--- src/rtl/rx_depckg_pkg.sv ---
// Purpose: shared constants, header/trailer field positions and FSM encoding for the receive depacketiser.
// Latency: n/a (definitions only).
// Backpressure: n/a; the link has no flow control.
package rx_depckg_pkg;

  localparam int WORD_W  = 24;
  localparam int DATA_W  = 8;
  localparam int LEN_MAX = 63;
  localparam int LEN_W   = $clog2(LEN_MAX + 1);

  localparam logic [DATA_W-1:0] SYNC_HDR = 8'hA5;
  localparam logic [DATA_W-1:0] SYNC_TRL = 8'h5A;

  // Field positions, shared by header and trailer words.
  localparam int SYNC_HI = 23;
  localparam int SYNC_LO = 16;
  localparam int CH_HI   = 15;
  localparam int CH_LO   = 14;
  localparam int LEN_HI  = 13;
  localparam int LEN_LO  = 8;
  localparam int SUM_HI  = 15;
  localparam int SUM_LO  = 8;
  localparam int SEQ_HI  = 7;
  localparam int SEQ_LO  = 0;

  typedef enum logic [1:0] {
    S_IDLE    = 2'd0,
    S_PAYLOAD = 2'd1,
    S_TRAILER = 2'd2
  } state_t;

  // One-hot FIFO strobe {ch3, ch2, ch1}; channel 0 selects nothing.
  function automatic logic [2:0] ch_strobe(input logic [1:0] ch);
    return {ch == 2'd3, ch == 2'd2, ch == 2'd1};
  endfunction

endpackage

--- src/rtl/rx_byte_unpack.sv ---
// Purpose: splits a payload word into three bytes on the selected channel strobe and keeps the running checksum.
// Latency: bytes appear 1, 2 and 3 cycles after load; data_out and strobes are registered.
// Backpressure: none; a new word or flush while unpacking drops the leftover bytes (their sum is kept).
// Ports: load/word/ch start a word; flush aborts unpacking; clr_sum zeroes the sum (with flush);
//        wr_en_ch1..3 + data_out drive the FIFOs; sum_final includes bytes not yet emitted; active = bytes pending.
module rx_byte_unpack
  import rx_depckg_pkg::*;
(
  input  logic              clk,
  input  logic              rst,
  input  logic              load,
  input  logic              flush,
  input  logic              clr_sum,
  input  logic [WORD_W-1:0] word,
  input  logic [1:0]        ch,
  output logic              wr_en_ch1,
  output logic              wr_en_ch2,
  output logic              wr_en_ch3,
  output logic [DATA_W-1:0] data_out,
  output logic [DATA_W-1:0] sum_final,
  output logic              active
);

  logic [WORD_W-1:0] sr;
  logic [1:0]        cnt;   // bytes of the current word not yet retired, incl. the one on data_out
  logic [1:0]        wch;
  logic [DATA_W-1:0] sum;   // sum of bytes already placed on data_out
  logic [2:0]        stb;

  // Bytes still waiting in the shift register are folded in so a trailer
  // arriving early compares against the whole word.
  always_comb begin
    sum_final = sum;
    if (cnt == 2'd3)
      sum_final = sum + sr[WORD_W-1 -: DATA_W] + sr[WORD_W-DATA_W-1 -: DATA_W];
    else if (cnt == 2'd2)
      sum_final = sum + sr[WORD_W-1 -: DATA_W];
  end

  assign active = (cnt != 2'd0);
  assign {wr_en_ch3, wr_en_ch2, wr_en_ch1} = stb;

  always_ff @(posedge clk or posedge rst) begin
    if (rst) begin
      sr       <= '0;
      cnt      <= 2'd0;
      wch      <= 2'd0;
      sum      <= '0;
      stb      <= 3'b000;
      data_out <= '0;
    end else if (load) begin
      // First byte goes out immediately; the remaining two shift up behind it.
      sr       <= {word[WORD_W-DATA_W-1:0], {DATA_W{1'b0}}};
      cnt      <= 2'd3;
      wch      <= ch;
      stb      <= ch_strobe(ch);
      data_out <= word[WORD_W-1 -: DATA_W];
      sum      <= sum_final + word[WORD_W-1 -: DATA_W];
    end else if (flush) begin
      cnt <= 2'd0;
      stb <= 3'b000;
      sum <= clr_sum ? '0 : sum_final;
    end else if (cnt > 2'd1) begin
      sr       <= {sr[WORD_W-DATA_W-1:0], {DATA_W{1'b0}}};
      cnt      <= cnt - 2'd1;
      stb      <= ch_strobe(wch);
      data_out <= sr[WORD_W-1 -: DATA_W];
      sum      <= sum + sr[WORD_W-1 -: DATA_W];
    end else if (cnt == 2'd1) begin
      cnt <= 2'd0;
      stb <= 3'b000;
    end
  end

endmodule

--- src/rtl/rx_depckg.sv ---
// Purpose: receive-side packet parser; checks sync, checksum and per-channel sequence, demuxes payload bytes.
// Latency: status pulses and first payload byte 1 cycle after rx_ena; bytes at +1/+2/+3.
// Backpressure: none; words closer than 3 cycles in payload raise ovr_err and drop leftover bytes.
// Ports: rx_data/rx_ena from the LVDS receiver; wr_en_ch1..3 + data_out to the receive FIFOs;
//        pkt_ok/pkt_err/hdr_err/seq_err/ovr_err one-cycle status pulses; busy = not IDLE.
module rx_depckg
  import rx_depckg_pkg::*;
(
  input  logic              clk,
  input  logic              rst,
  input  logic [WORD_W-1:0] rx_data,
  input  logic              rx_ena,
  output logic              wr_en_ch1,
  output logic              wr_en_ch2,
  output logic              wr_en_ch3,
  output logic [DATA_W-1:0] data_out,
  output logic              pkt_ok,
  output logic              pkt_err,
  output logic              hdr_err,
  output logic              seq_err,
  output logic              ovr_err,
  output logic              busy
);

  state_t            state, state_nxt;
  logic [1:0]        ch_q, ch_nxt;
  logic [LEN_W-1:0]  rem_q, rem_nxt;
  logic [DATA_W-1:0] exp_seq1, exp_seq2, exp_seq3, exp_cur;
  logic              pkt_ok_nxt, pkt_err_nxt, hdr_err_nxt, seq_err_nxt, ovr_err_nxt;
  logic              seq_wr, load, clr_sum, active;
  logic [DATA_W-1:0] sum_final;

  logic [DATA_W-1:0] f_sync, f_sum, f_seq;
  logic [1:0]        f_ch;
  logic [LEN_W-1:0]  f_len;

  assign f_sync = rx_data[SYNC_HI:SYNC_LO];
  assign f_ch   = rx_data[CH_HI:CH_LO];
  assign f_len  = rx_data[LEN_HI:LEN_LO];
  assign f_sum  = rx_data[SUM_HI:SUM_LO];
  assign f_seq  = rx_data[SEQ_HI:SEQ_LO];

  assign busy = (state != S_IDLE);

  always_comb begin
    case (ch_q)
      2'd1:    exp_cur = exp_seq1;
      2'd2:    exp_cur = exp_seq2;
      2'd3:    exp_cur = exp_seq3;
      default: exp_cur = '0;
    endcase
  end

  always_comb begin
    state_nxt   = state;
    ch_nxt      = ch_q;
    rem_nxt     = rem_q;
    pkt_ok_nxt  = 1'b0;
    pkt_err_nxt = 1'b0;
    hdr_err_nxt = 1'b0;
    seq_err_nxt = 1'b0;
    seq_wr      = 1'b0;
    load        = 1'b0;
    clr_sum     = 1'b0;
    ovr_err_nxt = rx_ena && active;
    if (rx_ena) begin
      case (state)
        S_IDLE: begin
          if (f_sync == SYNC_HDR && f_ch != 2'd0 && f_len != '0) begin
            ch_nxt    = f_ch;
            rem_nxt   = f_len;
            clr_sum   = 1'b1;
            state_nxt = S_PAYLOAD;
          end else begin
            hdr_err_nxt = 1'b1;
          end
        end
        S_PAYLOAD: begin
          load    = 1'b1;
          rem_nxt = rem_q - 1'b1;
          if (rem_q == 1) state_nxt = S_TRAILER;
        end
        S_TRAILER: begin
          if (f_sync == SYNC_TRL && f_sum == sum_final) begin
            pkt_ok_nxt  = 1'b1;
            seq_wr      = 1'b1;
            seq_err_nxt = (f_seq != exp_cur);
          end else begin
            pkt_err_nxt = 1'b1;
          end
          state_nxt = S_IDLE;
        end
        default: state_nxt = S_IDLE;
      endcase
    end
  end

  always_ff @(posedge clk or posedge rst) begin
    if (rst) begin
      state    <= S_IDLE;
      ch_q     <= 2'd0;
      rem_q    <= '0;
      exp_seq1 <= '0;
      exp_seq2 <= '0;
      exp_seq3 <= '0;
      pkt_ok   <= 1'b0;
      pkt_err  <= 1'b0;
      hdr_err  <= 1'b0;
      seq_err  <= 1'b0;
      ovr_err  <= 1'b0;
    end else begin
      state   <= state_nxt;
      ch_q    <= ch_nxt;
      rem_q   <= rem_nxt;
      pkt_ok  <= pkt_ok_nxt;
      pkt_err <= pkt_err_nxt;
      hdr_err <= hdr_err_nxt;
      seq_err <= seq_err_nxt;
      ovr_err <= ovr_err_nxt;
      // Resynchronise to the received sequence whether or not it matched.
      if (seq_wr) begin
        case (ch_q)
          2'd1:    exp_seq1 <= f_seq + 1'b1;
          2'd2:    exp_seq2 <= f_seq + 1'b1;
          2'd3:    exp_seq3 <= f_seq + 1'b1;
          default: ;
        endcase
      end
    end
  end

  rx_byte_unpack u_unpack (
    .clk       (clk),
    .rst       (rst),
    .load      (load),
    .flush     (rx_ena && !load),
    .clr_sum   (clr_sum),
    .word      (rx_data),
    .ch        (ch_nxt),
    .wr_en_ch1 (wr_en_ch1),
    .wr_en_ch2 (wr_en_ch2),
    .wr_en_ch3 (wr_en_ch3),
    .data_out  (data_out),
    .sum_final (sum_final),
    .active    (active)
  );

endmodule

--- config.mk ---
export PLATFORM = sky130hd
export DESIGN_NAME = rx_depckg
export DESIGN_NICKNAME = d
export VERILOG_FILES = /design/src/rtl/rx_depckg_pkg.sv /design/src/rtl/rx_byte_unpack.sv /design/src/rtl/rx_depckg.sv
export SDC_FILE = /design/constraint.sdc
export NUM_CORES = 1
export LEC_CHECK = 0
export CORE_ASPECT_RATIO = 1.5
export CORE_MARGIN = 3
export CORE_UTILIZATION = 30
export DETAILED_ROUTE_END_ITERATION = 10
export GPL_ROUTABILITY_DRIVEN = 1
export GPL_TIMING_DRIVEN = 0
export HOLD_SLACK_MARGIN = 0.06
export MAX_ROUTING_LAYER = met4
export SLEW_MARGIN = 10
export SYNTH_ARGS = -nofsm -noshare
export SYNTH_HDL_FRONTEND = slang
export SYNTH_SLANG_ARGS = --single-unit
--- constraint.sdc ---
create_clock -name clk -period 5.2 [get_ports clk]
set_input_delay 1.56 -clock clk [delete_from_list [all_inputs] [get_ports clk]]
set_output_delay 1.56 -clock clk [all_outputs]
set_load 0.05 [all_outputs]
==> impl_metrics.py <==
metrics = {
    "floorplan": {
        "die_w_um": 115,
        "start_util_pct": 30.7,
        "ios": 44,
        "die_y_um": 169,
        "dieArea_um2": 19400,
        "core-area_um2": 17300,
        "rows": 59,
    },
    "timing": {
        "setup_violations": 0,
        "finalMaxSlewViolations": 0,
        "fin_skew_ns": 0.00967,
        "slew_headroom_pct": 51.0,
        "tightestPinTransition_ns": 0.729,
        "finalHoldViolations": 0,
        "fin_crit_sh_pct": 93.1,
        "fmax_mhz": 207,
        "min_period_ns": 4.84,
        "rsz0062_at_grt": "false",
        "fin_tns_setup_ns": 0,
    },
    "routing": {
        "vias_per_cell": 5.32,
        "vias": 4545,
        "drt_iter0_drc": 267,
        "wl_per_cell_um": 18.4,
        "ant_nets": 0,
        "drc": 0,
        "first_pass_iters": 6,
        "wirelength_mm": 15.7,
    },
    "cts": {
        "cts_hold_buf": 0,
        "cts_made_buffers": 9,
        "clock_latency_ns": 0.35,
        "htree_levels": 3,
        "cts_buffer_depth": 2,
        "root_buffer": "clkbuf_16",
        "tritoncts": "yes",
        "cts.sink_count": 78,
        "path_clk_slew_ns": 0.06,
        "post-cts-setup-buffer-count": 0,
        "cts_resized": 0,
    },
    "placement": {
        "dpl.hpwl_mm": 12.1,
        "placed_cells": 838,
        "place_congestion": 0.939,
        "io_buffers": 41,
    },
    "final_layout": {
        "final_nets": 690,
        "nFillCells": 1762,
        "syn_to_final_growth_pct": 18.6,
        "drive_above_1_share_pct": 11.1,
        "fin_cells": 854,
        "diodes": 0,
    },
    "power": {
        "intPower_mw": 2.30,
        "switching_share_pct": 49.2,
        "pwr-share-comb_pct": 64.8,
        "p_leak_nw": 2.75,
        "power.density_nw_per_um2": 717,
        "peakVddDrop_v": 0.000262,
        "power_frac_clock_pct": 13.7,
        "switchingPower_mw": 2.23,
        "pwr-share-seq_pct": 21.5,
    },
    "logic_synthesis": {
        "syn-cell-area_um2": 5320,
        "synth_top_cell_area_share_pct": 36.7,
        "synth_edf_count": 0,
        "seq_area_frac_synth_pct": 36.7,
        "postSynthAreaPerCell_um2": 9.13,
        "ys.flop_type": "dfrtp_1",
        "yosys.area.top_type": "dfrtp_1",
        "ys_ff_latch": 78,
        "ys.warnings.count": 0,
        "async_flop_share_pct": 100,
        "synth.area.top_cells": "dfrtp_1 (37%), mux2_2 (6.1%), ha_1 (5.6%), nand2_1 (4.9%), a22oi_1 (3.5%)",
        "syn_nets": 637,
        "netlist_instances": 583,
        "yosysUniqueCellTypes": 72,
    },
    "critical_path": {
        "cp.arrival_ns": 5.07,
        "crit_required_ns": 5.43,
        "cp_max_fo": 8,
        "reg2reg_slack_ns": 0.36,
        "end_kind": "flop",
        "cp-start-kind": "flop",
        "slowest_stage": "nor4_4",
        "slowest_delay_ns": 0.64,
        "path_cells": "ha_1, fa_1, nand3_1, a21oi_1, o21ai_0, nand2b_1, xor2_1, ha_1, and2_1, o21ai_0, o221a_2, a31oi_1, nor3_1, o2111ai_4, nor4_4, mux2_2",
        "crit_type": "flop to flop",
    },
    "global_route": {
        "grt_pass1_wl_mm": 24.8,
        "overflow": 0,
        "grt_antenna_before_repair": 0,
        "first_global_vias": 4510,
        "grt_max_degree": 60,
        "gr-usage-all-layers_pct": 17.0,
    },
    "run": {
        "drv_cap": 0,
    },
    "status": {
        "status": "complete, no violations",
    },
    "min_path": {
        "hold_path_class": "flop to flop",
    },
}
## area by class of cell
type | instances | area [µm²] | area share [%]
Buffer | 26 | 113 | 1.78
Clock buffer | 12 | 256 | 4.06
Clock inverter | 4 | 28.8 | 0.456
Inverter | 29 | 111 | 1.76
Multi-Input combinational cell | 450 | 3150 | 49.9
Sequential cell | 78 | 1950 | 30.9
Tap cell | 213 | 267 | 4.22
Timing Repair Buffer | 42 | 438 | 6.93
## worst max-delay path, delay by kind of cell (launching register included)
family	cells	cell delay [ns]
multiplexers	1	0.41
AO/OA/AOI/OAI	6	1.10
adder cells (fa/ha/maj)	3	1.04
XOR/XNOR	1	0.26
AND/OR/NAND/NOR	5	1.49
flip-flops	1	0.42
## routing by layer
layer / vias to the layer above / track usage, % / wire (µm)
met1: 2189 / 19.3 / 6290
met4: 0 / 5.87 / 422
met3: 32 / 2.93 / 577
met2: 117 / 30.1 / 8420
met5: - / - / 0
li1: 2207 / - / -
## cells in the final DEF (no fill, tap or decap), drive strengths merged, types with 5 or more instances in the layout
| cell type | Yosys | layout |
|---|---|---|
| a21oi | 26 | 26 |
| a22oi | 25 | 25 |
| a31oi | 8 | 8 |
| and2 | 5 | 5 |
| and3 | 5 | 5 |
| buf | 8 | 9 |
| clkbuf | 18 | 30 |
| clkdlybuf4s50 | 0 | 41 |
| dfrtp | 78 | 78 |
| ha | 24 | 24 |
| inv | 28 | 29 |
| mux2 | 29 | 29 |
| mux2i | 6 | 6 |
| nand2 | 70 | 70 |
| nand2b | 11 | 11 |
| nand3 | 17 | 17 |
| nor2 | 49 | 49 |
| nor2b | 8 | 8 |
| nor3 | 18 | 18 |
| nor4 | 9 | 9 |
| o21ai | 31 | 31 |
| o22ai | 8 | 8 |
| or2 | 5 | 5 |
| xnor2 | 13 | 13 |
| xor2 | 18 | 18 |
## cell usage after synthesis (all sizes together), types with 2 or more instances
| library cell | count |
|---|---|
| a21o | 3 |
| nand4 | 2 |
| nor2 | 49 |
| or4 | 2 |
| o31ai | 3 |
| o22ai | 8 |
| nand2b | 11 |
| or2 | 5 |
| xnor2 | 13 |
| buf | 8 |
| and3 | 5 |
| nor4b | 2 |
| mux2 | 29 |
| o22a | 2 |
| nor4 | 9 |
| a311oi | 2 |
| o21a | 4 |
| a2111oi | 2 |
| xor2 | 18 |
| ha | 24 |
| a22oi | 25 |
| dfrtp | 78 |
| nor2b | 8 |
| nand4b | 2 |
| nand2 | 70 |
| nor3b | 4 |
| o21bai | 2 |
| nor4bb | 4 |
| and2 | 5 |
| a31oi | 8 |
| or3 | 3 |
| nor3 | 18 |
| a211oi | 3 |
| mux2i | 6 |
| nand3 | 17 |
| a21oi | 26 |
| clkbuf | 18 |
| fa | 3 |
| o2111ai | 3 |
| o211ai | 4 |
| o21ai | 31 |
| inv | 28 |
## registers in the layout, indices dropped and copies added, names as in the netlist
signal             flops
ch_q                   2
exp_seq1               8
exp_seq2               8
exp_seq3               8
hdr_err                1
ovr_err                1
pkt_err                1
pkt_ok                 1
rem_q                  6
seq_err                1
state                  2
u_unpack.cnt           2
u_unpack.data_out      8
u_unpack.sr           16
u_unpack.stb           3
u_unpack.sum           8
u_unpack.wch           2
## kinds of logic (layout without fill, tap and decap cells)
| logic type | count (synthesis) | in the layout | share of synthesized area (%) |
|---|---|---|---|
| fa+ha+maj | 27 | 27 | 6.77 |
| flops | 78 | 78 | 36.7 |
| simple gates | 218 | 218 | 20.9 |
| mux | 35 | 35 | 7.26 |
| xor+xnor | 32 | 32 | 5.52 |
| buf+inv | 55 | 113 | 4.16 |
| compound gates | 138 | 138 | 18.7 |
## worst paths after layout
path,from,endpoint,cells past startpoint
worst max-delay path,u_unpack.sum[0],exp_seq2[7],16
worst min-delay path,u_unpack.data_out[5],u_unpack.data_out[5],2
worst max register to register,u_unpack.sum[0],exp_seq2[7],16
worst min register to register,u_unpack.data_out[5],u_unpack.data_out[5],2
max in group asynchronous,rst,u_unpack.stb[0],3
min in group asynchronous,rst,pkt_err,2
## power groups by stage
stage	combinational [mW]	clock (mW)	sequential (mW)
3_3_place_gp	2.87	0	0.976
3_5_place_dp	2.90	0	0.979
6_report	2.94	0.621	0.973
5_1_grt	3.28	0.658	0.990
2_1_floorplan	2.12	0	1.04
4_1_cts	2.92	0.631	0.970
## per-stage QoR
step                utilization, %  cell area [µm²]  hold WS [ns]  setup WS, ns  total power [mW]
floorplan                        -             5320         0.472         0.986              3.16
global placement              34.6             6000         0.460         0.165              3.84
detailed placement            34.8             6030         0.466         0.278              3.88
CTS                           36.4             6320         0.482         0.369              4.53
global route                  36.4             6320         0.506         0.105              4.92
finish                        36.4             6320         0.476         0.360              4.53
No activity file was read; power rests on OpenSTA's default activity.
